$ cat config.mk
export PLATFORM = sky130hd
export DESIGN_NAME = cosim_tohost_arbiter
export DESIGN_NICKNAME = d
export VERILOG_FILES = /design/src/rtl/cosim_tohost_arbiter.sv
export SDC_FILE = /design/constraint.sdc
export NUM_CORES = 1
export LEC_CHECK = 0
export CORE_AREA = 10 10 88 90
export CTS_BUF_LIST = sky130_fd_sc_hd__clkbuf_4 sky130_fd_sc_hd__clkbuf_8
export DETAILED_ROUTE_END_ITERATION = 10
export DIE_AREA = 0 0 98 100
export PLACE_DENSITY = 0.92
export SLEW_MARGIN = 10
export SYNTH_ARGS = -nofsm -noshare
export SYNTH_HDL_FRONTEND = slang
export SYNTH_SLANG_ARGS = --single-unit
$ cat constraint.sdc
create_clock -name clk -period 3.5 [get_ports clk]
set_input_delay 0.7 -clock clk [delete_from_list [all_inputs] [get_ports clk]]
set_output_delay 0.7 -clock clk [all_outputs]
set_load 0.02 [all_outputs]
$ cat src/rtl/cosim_tohost_arbiter.sv
// Round-robin arbiter that merges NUM_CLIENTS valid/ready streams into one tagged to-host endpoint word.
// Optional per-client transfer counters on client_count when COSIM_ARB_STATS_EN is defined.
module cosim_tohost_arbiter #(
  parameter int NUM_CLIENTS = 4,
  parameter int DATA_WIDTH  = 24,
  parameter int OUT_WIDTH   = 32
) (
  input  logic                              clk,
  input  logic                              rst_n,
  input  logic [NUM_CLIENTS-1:0]            client_valid,
  output logic [NUM_CLIENTS-1:0]            client_ready,
  input  logic [NUM_CLIENTS*DATA_WIDTH-1:0] client_data,
  output logic [OUT_WIDTH-1:0]              DataIn,
  output logic                              DataInValid,
  input  logic                              DataInReady
`ifdef COSIM_ARB_STATS_EN
  ,
  output logic [NUM_CLIENTS*16-1:0]         client_count
`endif
);

  localparam int ID_W = (NUM_CLIENTS > 2) ? $clog2(NUM_CLIENTS) : 1;

  if (NUM_CLIENTS < 2 || NUM_CLIENTS > 16) begin : g_bad_clients
    $error("cosim_tohost_arbiter: NUM_CLIENTS must be 2..16");
  end
  if (DATA_WIDTH + ID_W > OUT_WIDTH) begin : g_bad_width
    $error("cosim_tohost_arbiter: DATA_WIDTH + ID_W exceeds OUT_WIDTH");
  end

  logic [OUT_WIDTH-1:0]  data_in_q, data_in_d;
  logic                  data_in_valid_q, data_in_valid_d;
  logic [ID_W-1:0]       ptr_q, ptr_d;

  logic                  load_en;
  logic                  any_valid;
  logic [ID_W-1:0]       winner;
  logic [ID_W:0]         pos;
  logic [DATA_WIDTH-1:0] win_data;

  assign DataIn      = data_in_q;
  assign DataInValid = data_in_valid_q;

  // Gating with rst_n keeps clients from seeing a handshake while the stage is being cleared.
  assign load_en = rst_n && (!data_in_valid_q || DataInReady);

  // Scan offsets from the highest down so the closest valid client to ptr wins last.
  always_comb begin
    winner    = ptr_q;
    any_valid = 1'b0;
    pos       = '0;
    for (int k = NUM_CLIENTS - 1; k >= 0; k--) begin
      pos = {1'b0, ptr_q} + (ID_W + 1)'(k);
      if (pos >= (ID_W + 1)'(NUM_CLIENTS)) begin
        pos = pos - (ID_W + 1)'(NUM_CLIENTS);
      end
      if (client_valid[pos[ID_W-1:0]]) begin
        winner    = pos[ID_W-1:0];
        any_valid = 1'b1;
      end
    end
  end

  always_comb begin
    win_data = '0;
    for (int i = 0; i < NUM_CLIENTS; i++) begin
      if (winner == ID_W'(i)) begin
        win_data = client_data[i*DATA_WIDTH +: DATA_WIDTH];
      end
    end
  end

  always_comb begin
    client_ready = '0;
    for (int i = 0; i < NUM_CLIENTS; i++) begin
      client_ready[i] = load_en && (winner == ID_W'(i)) && client_valid[i];
    end
  end

  always_comb begin
    data_in_d       = data_in_q;
    data_in_valid_d = data_in_valid_q;
    ptr_d           = ptr_q;
    if (load_en) begin
      if (any_valid) begin
        data_in_d                        = '0;
        data_in_d[DATA_WIDTH-1:0]        = win_data;
        data_in_d[DATA_WIDTH +: ID_W]    = winner;
        data_in_valid_d                  = 1'b1;
        ptr_d = (winner == ID_W'(NUM_CLIENTS - 1)) ? '0 : winner + ID_W'(1);
      end else begin
        data_in_valid_d = 1'b0;
      end
    end
  end

  always_ff @(posedge clk or negedge rst_n) begin
    if (!rst_n) begin
      data_in_q       <= '0;
      data_in_valid_q <= 1'b0;
      ptr_q           <= '0;
    end else begin
      data_in_q       <= data_in_d;
      data_in_valid_q <= data_in_valid_d;
      ptr_q           <= ptr_d;
    end
  end

`ifdef COSIM_ARB_STATS_EN
  logic [15:0] cnt_q [NUM_CLIENTS];
  logic [15:0] cnt_d [NUM_CLIENTS];

  // Counters saturate so a long-running stream never wraps back to a misleading small value.
  always_comb begin
    for (int i = 0; i < NUM_CLIENTS; i++) begin
      cnt_d[i] = cnt_q[i];
      if (client_ready[i] && (cnt_q[i] != 16'hFFFF)) begin
        cnt_d[i] = cnt_q[i] + 16'd1;
      end
    end
  end

  always_ff @(posedge clk or negedge rst_n) begin
    if (!rst_n) begin
      for (int i = 0; i < NUM_CLIENTS; i++) begin
        cnt_q[i] <= '0;
      end
    end else begin
      for (int i = 0; i < NUM_CLIENTS; i++) begin
        cnt_q[i] <= cnt_d[i];
      end
    end
  end

  always_comb begin
    client_count = '0;
    for (int i = 0; i < NUM_CLIENTS; i++) begin
      client_count[i*16 +: 16] = cnt_q[i];
    end
  end
`endif

endmodule

==> run_results.csv <==
group,metric,value,unit
global_routing,grt_overflow,0,
power_and_ir_drop,power.ir.vdd_worst,420,uV
clock_tree,htree_levels,2,
sta,fmax,0.294,GHz
sta,hold_viol_final,0,
outcome,status,"completed",
routing,vias,2645,
logic_synthesis,synth_compound_gate_area_share,0.337,
logic_synthesis,ys_seq_area_frac,0.327,
die,die_y,100,um
die,start_util,0.362,
routing,drt_iter0_markers,101,
critical_path,crit_required,2.80,ns
logic_synthesis,synth_area_leader_cell,"dfrtp_1",
die,io_pins,140,
layout,drive_gt1_frac,0.0758,
critical_path,cp_max_fo,5,
power_and_ir_drop,swShare,0.419,
place,port_buffers,133,
logic_synthesis,synthAdderAreaFrac,0.0226,
critical_path,path_class,"in2out",
sta,worst_pin_slew,1.08,ns
global_routing,grt_max_degree,56,
logic_synthesis,synth_top_family_by_area,"compound AO/OA/AOI/OAI gates",
layout,diodes,0,
clock_tree,clkLatencyLatePin,0.27,ns
sta,setup_violations,0,
global_routing,grt.total_usage,0.164,
critical_path,cp-start-kind,"input port",
logic_synthesis,synth-edff-count,0,
logic_synthesis,synth_area,0.00222,mm2
sta,finalCriticalPeriod,3.40,ns
power_and_ir_drop,p_switching,1.02,mW
logic_synthesis,synth-seq-cells,29,
die,die_area,0.00980,mm2
routing,via_per_inst,5.59,
place,hpwl,6500,um
layout,area_growth,66.7,%
power_and_ir_drop,leakage,1.48,nW
sta,setup_ws,0.100,ns
logic_synthesis,synthSimpleGateAreaFrac,0.183,
logic_synthesis,avgSynthCellArea,8.10,um2
logic_synthesis,synthXorXnorAreaFrac,0,
sta,max_slew_margin,0.280,
die,core_area,0.00613,mm2
logic_synthesis,synth_top_area_share,0.327,
global_routing,grt_pass1_wl,13600,um
power_and_ir_drop,seq_power_share,0.243,
clock_tree,cts_tree,"yes",
routing,antenna_left,0,
clock_tree,cts.sinks,29,
clock_tree,clk_path_buf_depth,2,
die,rows,29,
logic_synthesis,syn_inst,274,
routing,wl_per_cell,18.2,um
run,maxCapViolCount,0,
power_and_ir_drop,power_density,658,mW/mm2
clock_tree,cts_root_buf,"clkbuf_8",
power_and_ir_drop,power.total,2.43,mW
critical_path,arrival,2.70,ns
logic_synthesis,synth_mux_area_frac,0.00508,
clock_tree,hold_buffers,0,
logic_synthesis,ys_async_sr_fraction,1.00,
clock_tree,cts_buffers,5,
global_routing,grt_pass1_vias,2744,
place,place.gp.congestion,0.803,
routing,drcViolationCount,0,
clock_tree,clk_pin_slew,0.05,ns
place,dp_slack,-0.514,ns
hold_path,min_path_cells,2,
sta,skew,0.00664,ns
logic_synthesis,synthDistinctLibCells,34,
global_routing,antenna_found_initial,0,
power_and_ir_drop,combPwrFrac,0.644,
critical_path,reg2regPathDepth,8,
layout,layoutNonFillerInstCount,473,
routing,wl,8590,um
logic_synthesis,synthFlopType,"dfrtp_1",
layout,mostFrequentLayoutCells,"clkdlybuf4s50_1 (127), a31oi_1 (50), dfrtp_1 (29)",
routing,drt_pre_antenna_iters,4,
sta,final_max_slew_viol_count,0,
layout,layout.nets,503,
sta,fin_crit_sh,0.971,
layout,fillers,530,
layout,final_common_cell,"clkdlybuf4s50_1",
hold_path,hold_path.class,"reg2reg",
power_and_ir_drop,p_clk_frac,0.113,
die,die_w,98,um
clock_tree,post_cts_buffers,0,
critical_path,cp-end-kind,"output port",
place,post-place-cells,466,
power_and_ir_drop,p_int,1.41,mW
logic_synthesis,yosysWarnings,0,
logic_synthesis,synth_area_leaders,"dfrtp_1 (33%), a31oi_1 (14%), a221o_1 (11%)",
cells in the mapped netlist, types with 2 or more instances:
cell	count
a21oi_1	25
nand2b_1	3
buf_4	6
nor2b_1	3
a31oi_1	50
nand2_1	26
buf_6	2
nand3b_1	24
buf_2	6
ha_1	4
and3_1	4
clkbuf_1	20
nor2_1	4
inv_1	26
a221o_1	24
dfrtp_1	29
routing by layer:
metal | global-route usage | wire [um] | vias to the layer above | part of all wire
met5 | 0 | 0 | - | 0
met4 | 0.0537 | 163 | 0 | 0.019
met3 | 0.0446 | 583 | 10 | 0.068
met2 | 0.310 | 4640 | 115 | 0.54
met1 | 0.172 | 3200 | 1262 | 0.37
li1 | - | - | 1258 | -
stage by stage:
stage	setup TNS (ns)	utilization	cell area, um2	hold WS [ns]
after floorplan	0	-	2240	0.404
after global placement	-1.15	0.585	3580	0.507
after detailed placement	-4.68	0.585	3580	0.515
after CTS	0	0.601	3690	0.527
after global routing	-0.0164	0.603	3700	0.543
final	0	0.603	3700	0.524
power groups by stage:
stage	Sequential (mW)	Combinational (mW)	Clock, mW
2_1_floorplan	0.769	0.753	0
3_3_place_gp	0.580	1.52	0
3_5_place_dp	0.591	1.57	0
4_1_cts	0.589	1.58	0.286
5_1_grt	0.613	1.70	0.299
6_report	0.591	1.57	0.274
registers in the layout, indices dropped and copies added, names as in the netlist:
name and flops:
ptr_q 2, DataIn 26, DataInValid 1
area by class of cell:
cell class	instances	area, um2	area share
sequential	29	726	0.196
tap	77	96.3	0.0260
clock buffer	7	90.1	0.0244
timing repair buffer	145	1410	0.381
inverter	26	97.6	0.0264
multi-input combinational	189	1280	0.346
critical path, cell delays in order:
cell and delay (ns):
clkdlybuf4s50_1 0.54, nor2b_1 0.31, a2111oi_4 0.11, or2_2 0.34, ha_1 0.20, and3_1 0.18
dlygate4sd2_1 0.32
path summary, 6_finish.rpt:
kind	from	to	slack (ns)
max	client_valid[2]	client_ready[1]	0.10
min	DataIn[25]	DataIn[25]	0.52
max reg2reg	ptr_q[1]	DataIn[14]	0.96
min reg2reg	DataIn[25]	DataIn[25]	0.52
max in group asynchronous	rst_n	ptr_q[1]	2.52
min in group asynchronous	rst_n	DataIn[18]	0.58
timing repair:
action,CTS,global route
endpoints found under the hold margin,0,0
resized for setup,9,1
setup endpoints to repair,4,2
pin swaps,1,0
kinds of logic (layout without fill, tap and decap cells):
group,Yosys count,after routing
AO/OA/AOI/OAI,108,108
AND/OR/NAND/NOR,70,70
buffers and inverters,61,178
flip-flops,29,29
adder cells (fa/ha/maj),4,4
other,1,6
multiplexers,1,1
Power figures use the tool's default switching activity.
